==> src/rtl/fir_mac_sequencer.sv <==
// Time-multiplexed FIR controller driving one external MAC. Optional round/saturate
// output conversion with sat_flag port is enabled by defining FIR_ROUND_SAT_EN.
//
// state   | meaning
// --------+---------------------------------------------------------------
// IDLE    | waiting for a sample; coefficient writes allowed
// RUN     | one tap per cycle, k = 0..TAPS-1 (load at k=0, accumulate after)
// CAPTURE | MAC result final; convert it into the output register
// OUT     | out_valid held until the consumer takes it
module fir_mac_sequencer #(
    parameter int TAPS        = 16,
    parameter int INPUT_WIDTH = 16,
    parameter int COEFF_WIDTH = 16,
    parameter int ACCUM_WIDTH = 35,
    parameter int OUT_WIDTH   = 16,
    parameter int SHIFT       = 15
) (
    input  logic                           clk,
    input  logic                           reset_n,
    input  logic                           in_valid,
    output logic                           in_ready,
    input  logic [INPUT_WIDTH-1:0]         in_data,
    input  logic                           coef_we,
    input  logic [$clog2(TAPS)-1:0]        coef_addr,
    input  logic [COEFF_WIDTH-1:0]         coef_wdata,
    output logic                           coef_err,
    output logic                           mac_load,
    output logic                           mac_en,
    output logic [INPUT_WIDTH-1:0]         mac_sample,
    output logic [COEFF_WIDTH-1:0]         mac_coeff,
    input  logic [ACCUM_WIDTH-1:0]         mac_acc,
    output logic                           out_valid,
    input  logic                           out_ready,
    output logic [OUT_WIDTH-1:0]           out_data,
`ifdef FIR_ROUND_SAT_EN
    output logic                           sat_flag,
`endif
    output logic                           busy
);

    localparam int PW = $clog2(TAPS);

    typedef enum logic [1:0] {S_IDLE, S_RUN, S_CAPTURE, S_OUT} state_t;

    state_t                  state_q, state_d;
    logic [PW-1:0]           k_q, k_d;
    logic [PW-1:0]           wr_ptr_q, wr_ptr_d;
    logic [PW-1:0]           newest_q, newest_d;
    logic [INPUT_WIDTH-1:0]  delay_q [TAPS];
    logic [INPUT_WIDTH-1:0]  delay_d [TAPS];
    logic [COEFF_WIDTH-1:0]  coef_q  [TAPS];
    logic [COEFF_WIDTH-1:0]  coef_d  [TAPS];
    logic [OUT_WIDTH-1:0]    out_data_q, out_data_d;
    logic                    sat_q, sat_d;
    logic                    coef_err_q, coef_err_d;

    logic                    coef_ok;
    logic [PW:0]             idx_wide;
    logic [PW-1:0]           rd_idx;
    logic [OUT_WIDTH-1:0]    conv_data;
    logic                    conv_sat;

    // Coefficient writes steal the cycle from the sample port.
    assign in_ready  = (state_q == S_IDLE) && !coef_we;
    assign busy      = (state_q != S_IDLE);
    assign out_valid = (state_q == S_OUT);
    assign out_data  = out_data_q;
    assign coef_err  = coef_err_q;
    assign mac_load  = (state_q == S_RUN) && (k_q == '0);
    assign mac_en    = (state_q == S_RUN) && (k_q != '0);
    assign mac_sample = (state_q == S_RUN) ? delay_q[rd_idx] : '0;
    assign mac_coeff  = (state_q == S_RUN) ? coef_q[k_q]     : '0;
`ifdef FIR_ROUND_SAT_EN
    assign sat_flag  = sat_q;
`endif

    // Tap k reads the sample k steps older than the newest one, modulo TAPS.
    always_comb begin
        if (newest_q >= k_q) begin
            idx_wide = {1'b0, newest_q} - {1'b0, k_q};
        end else begin
            idx_wide = {1'b0, newest_q} + (PW+1)'(TAPS) - {1'b0, k_q};
        end
        rd_idx = PW'(idx_wide);
    end

`ifdef FIR_ROUND_SAT_EN
    localparam logic signed [ACCUM_WIDTH:0] RND_HALF = (ACCUM_WIDTH+1)'(1) << (SHIFT-1);
    localparam logic signed [ACCUM_WIDTH:0] SAT_MAX  =
        (ACCUM_WIDTH+1)'((64'd1 << (OUT_WIDTH-1)) - 64'd1);
    localparam logic signed [ACCUM_WIDTH:0] SAT_MIN  = ~SAT_MAX;

    logic signed [ACCUM_WIDTH:0] rnd_sum;
    logic signed [ACCUM_WIDTH:0] rnd_shift;

    always_comb begin
        rnd_sum   = $signed({mac_acc[ACCUM_WIDTH-1], mac_acc}) + RND_HALF;
        rnd_shift = rnd_sum >>> SHIFT;
        conv_sat  = 1'b0;
        conv_data = OUT_WIDTH'(rnd_shift);
        if (rnd_shift > SAT_MAX) begin
            conv_data = {1'b0, {(OUT_WIDTH-1){1'b1}}};
            conv_sat  = 1'b1;
        end else if (rnd_shift < SAT_MIN) begin
            conv_data = {1'b1, {(OUT_WIDTH-1){1'b0}}};
            conv_sat  = 1'b1;
        end
    end
`else
    logic signed [ACCUM_WIDTH-1:0] acc_shift;

    always_comb begin
        acc_shift = $signed(mac_acc) >>> SHIFT;
        conv_data = OUT_WIDTH'(acc_shift);
        conv_sat  = 1'b0;
    end
`endif

    always_comb begin
        state_d    = state_q;
        k_d        = k_q;
        wr_ptr_d   = wr_ptr_q;
        newest_d   = newest_q;
        delay_d    = delay_q;
        coef_d     = coef_q;
        out_data_d = out_data_q;
        sat_d      = sat_q;
        coef_err_d = 1'b0;

        coef_ok = (state_q == S_IDLE) && ({1'b0, coef_addr} < (PW+1)'(TAPS));
        if (coef_we) begin
            if (coef_ok) begin
                coef_d[coef_addr] = coef_wdata;
            end else begin
                coef_err_d = 1'b1;
            end
        end

        case (state_q)
            S_IDLE: begin
                if (in_valid && in_ready) begin
                    delay_d[wr_ptr_q] = in_data;
                    newest_d          = wr_ptr_q;
                    wr_ptr_d          = (wr_ptr_q == PW'(TAPS-1)) ? '0 : wr_ptr_q + PW'(1);
                    k_d               = '0;
                    state_d           = S_RUN;
                end
            end
            S_RUN: begin
                if (k_q == PW'(TAPS-1)) begin
                    state_d = S_CAPTURE;
                end else begin
                    k_d = k_q + PW'(1);
                end
            end
            S_CAPTURE: begin
                out_data_d = conv_data;
                sat_d      = conv_sat;
                state_d    = S_OUT;
            end
            S_OUT: begin
                if (out_ready) begin
                    state_d = S_IDLE;
                end
            end
            default: state_d = S_IDLE;
        endcase
    end

    always_ff @(posedge clk or negedge reset_n) begin
        if (!reset_n) begin
            state_q    <= S_IDLE;
            k_q        <= '0;
            wr_ptr_q   <= '0;
            newest_q   <= '0;
            out_data_q <= '0;
            sat_q      <= 1'b0;
            coef_err_q <= 1'b0;
            for (int i = 0; i < TAPS; i++) begin
                delay_q[i] <= '0;
                coef_q[i]  <= '0;
            end
        end else begin
            state_q    <= state_d;
            k_q        <= k_d;
            wr_ptr_q   <= wr_ptr_d;
            newest_q   <= newest_d;
            out_data_q <= out_data_d;
            sat_q      <= sat_d;
            coef_err_q <= coef_err_d;
            delay_q    <= delay_d;
            coef_q     <= coef_d;
        end
    end

endmodule

==> config.mk <==
export PLATFORM = sky130hd
export DESIGN_NAME = fir_mac_sequencer
export DESIGN_NICKNAME = d
export VERILOG_FILES = /design/src/rtl/fir_mac_sequencer.sv
export SDC_FILE = /design/constraint.sdc
export NUM_CORES = 1
export LEC_CHECK = 0
export CORE_UTILIZATION = 45
export CTS_CLUSTER_DIAMETER = 200
export DETAILED_ROUTE_END_ITERATION = 12
export PLACE_DENSITY = 0.71
export SLEW_MARGIN = 30
export SYNTH_ARGS = -nofsm -noshare
export SYNTH_HDL_FRONTEND = slang
export SYNTH_SLANG_ARGS = --single-unit
==> constraint.sdc <==
create_clock -name clk -period 4.17 [get_ports clk]
set_input_delay 0.834 -clock clk [delete_from_list [all_inputs] [get_ports clk]]
set_output_delay 0.834 -clock clk [all_outputs]
set_load 0.02 [all_outputs]
==> results.md, run 1 <==
* Startpoint types: register
* Main area contributors after synthesis: dfrtp_1, mux2_2, mux4_2
* RSZ-0062 raised after global routing: true
* Clock latency at the later pin of the worst-skew pair at 0.61 ns
* Worst hold slack at 0.166 ns
* IO Count at 130
* Port buffer count at 110
* Via count at 14500
* # DRC at 0
* Sinks on Clock Net at 543
* Top cell type's share of synthesized area at 54.2%
* Synth top cells by count: dfrtp_1, mux2_2, mux4_2, clkbuf_1, mux2i_1
* First-pass GRT wire length at 92400 um
* Status: finished with violations
* Final hold vios at 0
* Non-Filler Instances at 2535
* Reg-to-reg setup timing slack at 1.01 ns
* Post-route minimum period at 4.26 ns
* Clock transition at path regs at 0.06 ns
* Core Region at 0.0551 sq mm
* EDFF count, synth at 0
* Critical Path RT at 3.34 ns
* Worst VDD drop at 0.000662 V
* PwrDens at 765 mW/mm^2
* Largest net degree at the start of global routing at 112
* Fraction of layout cells with a size suffix above 1 at 49.2%
* Layout Area Growth over Synthesis at 18.0%
* Die X-Extent at 238 um
* Fin crit share at 102%
* Crit path DAT at 3.42 ns
* Synth Area in XOR/XNOR at 0.140%
* FF+latch count, synth at 543
* Finished layout cell area at 0.0296 sq mm
* Total power at 22600 uW
* Slew Viols, Final at 0
* Max-capacitance violation count at 0
* Post-synthesis instance area at 0.0250 sq mm
* CTS tree: done
* Crit. End Element: output port
* WS Path Type: reg -> out
* Placed cell count at 2412
* Root Buffer: clkbuf_16
* Synth area leader: dfrtp_1
* Final net count at 1830
* Hpwl dp at 34700 um
* Failing checks: negative setup slack
* DR iter-0 viols at 822
* Library cells used by synthesis at 51
* Post-Route WL at 58500 um
* H-tree levels at 2
* Pre-CTS WS at 0.0813 ns
* Yosys warns at 0
* PnR worst setup slack at -0.0876 ns
* Prevailing post-synth register cell: dfrtp_1
* GPL Wtd Cong at 0.745
* Row cnt at 86
* Peak per-stage delay on the critical path at 0.79 ns
* Num CTS Buffers at 57
* Syn nets at 1701
* Number of global-route vias before repair at 15500
* FMAX at 235 MHz
* Clock Skew at 0.0201 ns
* Antenna viol nets, final at 0
* Worst min-delay path class: in -> async
* Lkg Pwr at 0.0132 uW
* Critical path fanouts, max at 7
* Gr usage total at 21.2%
* Clk buf depth at 3
* Vias/cell at 5.74
* Post-synthesis cell count at 1611
* Post-synthesis mux area share at 36.5%
* Slowest-stage cell, CP: fa_4
* Post-DR wirelength/cell at 23.1 um
* Worst Path Buf+Inv at 6
* Final setup fails at 10
* Synth Area in Adders at 0.729%
* Worst-Margin Slew at 0.790 ns
* Largest family of logic cells by synthesized area: multiplexers
* Post-synthesis sequential area ratio at 54.2%
* Die area at 0.0566 sq mm
* Syn avg cell area at 15.5 sq um
* Initial antenna violation count at 3
* Post-synth ARST share at 100%
* Cells along the critical path: inv_2, ha_4, inv_2, fa_4, buf_12, buf_12, buf_16, mux4_2, mux2i_1, o22ai_2, buf_6
* Compound-Gate Fraction of Synth Area at 2.35%
* Post-DP Area at 0.0271 sq mm
* Drt first pass iters at 5
* Die Y at 238 um
* Slew headroom at 47.3%
* Most frequent cell after synthesis: dfrtp_1
* CP top delay family: adder cells
* Initial core utilization at 45.5%
* Total grt overflow at 0
* Simple logic cell fraction of the synthesized area at 3.21%
[what timing repair did]
item                                    in CTS  in global routing
endpoints found under the setup margin      29                 25
setup buffers                               10                  2
gates resized for setup                    113                  9
pin swaps                                    9                  4
cloned                                       7                  0
hold buffers                                 0                  0
[metal layers]
metal | GRT usage (%) | part of all wire, % | vias to the layer above
met3 | 3.45 | 4.9 | 95
met5 | 0 | 0.022 | -
li1 | - | - | 6297
met2 | 34.9 | 49 | 314
met1 | 29.2 | 43 | 7841
met4 | 5.67 | 2.3 | 2
[cells by family after synthesis]
| kind of cell | Yosys count |
|---|---|
| flip-flops | 543 |
| AND/OR/NAND/NOR | 132 |
| adder cells (fa/ha/maj) | 14 |
| multiplexers | 700 |
| XOR/XNOR | 4 |
| buffers and inverters | 132 |
| AO/OA/AOI/OAI | 86 |
[where the power goes]
part           total [uW]  switching (uW)  leakage, uW  internal, uW
combinational        8860            3840      0.00509          5020
sequential           8280            1000      0.00714          7280
clock                5480            2140      0.00100          3340
total               22600            6990       0.0132         15600
[path summary, 6_finish.rpt]
kind / from / end / cells after the start
worst max-delay path: newest_q[0] / mac_sample[5] / 11
worst min-delay path: reset_n / delay_q[169] / 1
worst max register to register: state_q[1] / delay_q[222] / 6
min in group clk: delay_q[189] / delay_q[189] / 1
max in group asynchronous: reset_n / coef_q[81] / 3
worst min register to register: delay_q[189] / delay_q[189] / 1
[area by class of cell]
cell class	instances	area, sq um
Fill cell	4485	25500
Multi-Input combinational cell	936	10900
Timing Repair Buffer	188	2020
Antenna cell	2	5.00
Tap cell	748	936
Sequential cell	543	13600
Clock inverter	21	355
Inverter	14	52.6
Clock buffer	83	1700
[per-stage QoR]
step           setup TNS (ns)  utilization [%]
6_report               -0.450             53.6
3_5_place_dp                0             49.1
4_1_cts                 -1.92             53.6
3_3_place_gp                0             49.1
2_1_floorplan               0                -
5_1_grt                 -2.32             53.6
[cells in the final DEF, fill, tap and decap left out, drive strengths merged, types with 2 or more instances in the layout]
| master | instances |
|---|---|
| dfrtp | 543 |
| mux2i | 60 |
| a32oi | 10 |
| nand2b | 5 |
| clkbuf | 83 |
| inv | 17 |
| or4 | 2 |
| clkdlybuf4s50 | 91 |
| nand2 | 57 |
| a22oi | 6 |
| clkinvlp | 4 |
| buf | 95 |
| nor2b | 7 |
| o21ai | 15 |
| nor3 | 3 |
| a211oi | 6 |
| a311oi | 6 |
| clkinv | 6 |
| o22ai | 17 |
| nor2 | 29 |
| ha | 13 |
| nor4 | 3 |
| bufinv | 8 |
| nand3 | 8 |
| xnor2 | 2 |
| diode | 2 |
| a21oi | 11 |
| mux4 | 112 |
| o211ai | 11 |
| and2 | 2 |
| nand4 | 12 |
| dlymetal6s2s | 2 |
| xor2 | 2 |
| mux2 | 528 |
[state kept, by name (all words and copies together) (netlist names)]
name	flops
out_data	16
wr_ptr_q	4
newest_q	4
state_q	2
coef_q	256
delay_q	256
coef_err	1
k_q	4
No activity file was read; power rests on OpenSTA's default activity.
==> inputs of run 2 (changes only) <==
CAP_MARGIN = 20   (was unset)
==> results of run 2 <==
The final DEF is identical to that of run 1; final timing and power are the same.
==> inputs of run 3 (changes only) <==
ABC_CLOCK_PERIOD_IN_PS = 4170   (was unset)
CORE_UTILIZATION = 35   (was 45)
PLACE_DENSITY = 0.59   (was 0.71)
==> results.md, run 3 (same netlist as run 1, synthesis figures left out) <==
* Status: finished with violations
* Failing checks: negative setup slack
* H-tree levels at 2 (unchanged)
* Crit path DAT at 3.41 ns (about the same)
* Internal at 15600 uW (-0.45%)
* Die Y at 270 um (+13%)
* Post-DP Area at 0.0274 sq mm (+1.2%)
* Root Buffer: clkbuf_16
* PnR worst setup slack at -0.0784 ns (+0.00916 ns)
* RSZ-0062 raised after global routing: true
* Via count at 14300 (-1.5%)
* Most common cell after layout, fill and taps aside: dfrtp_1
* # DRC at 0 (unchanged)
* WS Path Type: reg -> out
* Sinks on Clock Net at 543 (unchanged)
* Worst-Margin Slew at 0.841 ns (+0.0501 ns)
* Slew headroom at 44.0% (-3.3 points)
* Hpwl dp at 36300 um (+4.4%)
* Final setup fails at 12 (+2)
* Die X-Extent at 270 um (+13%)
* Largest net degree at the start of global routing at 104 (-7.1%)
* Number of global-route vias before repair at 15500 (-0.21%)
* Switching share of power at 31.2% (+0.31 points)
* CTS tree: done
* Max-capacitance violation count at 0 (unchanged)
* Fin crit share at 102% (-0.22 points)
* Port buffer count at 110 (unchanged)
* Startpoint types: register
* Total power at 22600 uW (about the same)
* Vias/cell at 5.24 (-8.6%)
* Slew Viols, Final at 0 (unchanged)
* Row cnt at 97 (+13%)
* Total grt overflow at 0 (unchanged)
* Core Region at 0.0704 sq mm (+28%)
* Clk network pwr share at 24.0% (-0.2 points)
* Drt first pass iters at 4 (-1)
* Gr usage total at 17.3% (-3.9 points)
* Initial core utilization at 35.6% (-9.9 points)
* Switch Pwr at 7060 uW (+1.0%)
* Clock transition at path regs at 0.06 ns (about the same)
* Layout Area Growth over Synthesis at 19.3%
* Critical path fanouts, max at 7 (unchanged)
* Pre-CTS WS at 0.0334 ns (-0.0479 ns)
* Initial antenna violation count at 6 (+3)
* Post-route minimum period at 4.25 ns (-0.00916 ns)
* Worst min-delay path class: in -> async
* Clock latency at the later pin of the worst-skew pair at 0.63 ns (+0.02 ns)
* Clock Skew at 0.0224 ns (+0.00231 ns)
* Worst VDD drop at 0.000496 V (-25%)
* Critical Path RT at 3.34 ns (about the same)
* Die area at 0.0726 sq mm (+28%)
* Final hold vios at 0 (unchanged)
* Crit. End Element: output port
* DR iter-0 viols at 790 (-3.9%)
* Final Util at 42.5% (-11 points)
* Clk buf depth at 3 (unchanged)
* Sequential share of power at 36.4% (-0.2 points)
* Lkg Pwr at 0.0133 uW (+0.42%)
* IO Count at 130 (unchanged)
* Fraction of layout cells with a size suffix above 1 at 49.6% (+0.45 points)
* GPL Wtd Cong at 0.723 (-3.0%)
* PwrDens at 757 mW/mm^2 (-1.1%)
* Antenna viol nets, final at 0 (unchanged)
* Final net count at 1834 (+0.22%)
* Post-CTS Hold Buffers at 0 (unchanged)
* Finished layout cell area at 0.0299 sq mm (+1.1%)
* FMAX at 235 MHz (+0.22%)
* Logic pwr share at 39.6% (+0.4 points)
* Most frequent cells in the layout: dfrtp_1, mux2_2, mux4_2, clkdlybuf4s50_1, clkbuf_16
* Post-Route WL at 62100 um (+6.2%)
* Num CTS Buffers at 59 (+3.5%)
* Post-DR wirelength/cell at 22.7 um (-1.5%)
* First-pass GRT wire length at 96600 um (+4.6%)
==> run 3: area by class of cell <==
type                            instances  area (sq um)
Antenna cell                            2          5.00
Clock buffer                           84          1700
Clock inverter                         24           335
Fill cell                            6431         40500
Inverter                               14          52.6
Multi-Input combinational cell        936         10900
Sequential cell                       543         13600
Tap cell                              940          1180
Timing Repair Buffer                  190          2090
==> run 3: power by group through the flow <==
stage / Combinational [uW] / Clock (uW) / Sequential [uW]
2_1_floorplan: 5650 / 0 / 8110
3_5_place_dp: 8030 / 0 / 8330
3_3_place_gp: 7870 / 0 / 8180
5_1_grt: 9570 / 5800 / 8510
4_1_cts: 9120 / 5570 / 8240
6_report: 8950 / 5420 / 8240
==> run 3: worst paths after layout <==
path | cells past startpoint | to | startpoint | slack [ns]
hold reg to reg | 2 | newest_q[2] | newest_q[2] | 0.48
max in group asynchronous | 2 | coef_q[179] | reset_n | 2.90
min in group clk | 2 | newest_q[2] | newest_q[2] | 0.48
setup / recovery | 10 | mac_sample[13] | k_q[0] | -0.08
setup reg to reg | 8 | delay_q[109] | state_q[1] | 1.27
hold / removal | 1 | delay_q[23] | reset_n | 0.23
==> run 3: timing repair <==
action / CTS / global route
cloned: 7 / 0
setup buffers: 11 / 0
pin swaps: 9 / 12
resized for setup: 125 / 24
setup endpoints to repair: 24 / 21
==> run 3: metal layers <==
| layer | part of all wire [%] | vias to the layer above | global-route usage [%] | wire [um] |
|---|---|---|---|---|
| li1 | - | 6272 | - | - |
| met1 | 45 | 7673 | 23.8 | 28000 |
| met2 | 48 | 262 | 27.9 | 29600 |
| met3 | 4.5 | 115 | 3.26 | 2800 |
| met4 | 2.7 | 8 | 4.86 | 1660 |
| met5 | 0.080 | - | 0 | 50 |
==> run 3: critical path, stage by stage (launching register included) <==
cell	delay [ns]
dfrtp_4	0.43
ha_4	0.13
inv_2	0.04
fa_4	0.83
buf_12	0.13
buf_12	0.11
buf_16	0.14
mux4_2	0.51
mux2i_2	0.19
o22ai_2	0.12
buf_6	0.17
==> run 3: through the flow <==
step	std cells	TNS, ns	hold slack [ns]
2_1_floorplan	1611	0	0.450
6_report	2733	-0.541	0.228
4_1_cts	2733	-3.15	0.234
3_5_place_dp	2609	0	0.473
5_1_grt	2731	-2.32	0.257
3_3_place_gp	2609	0	0.465
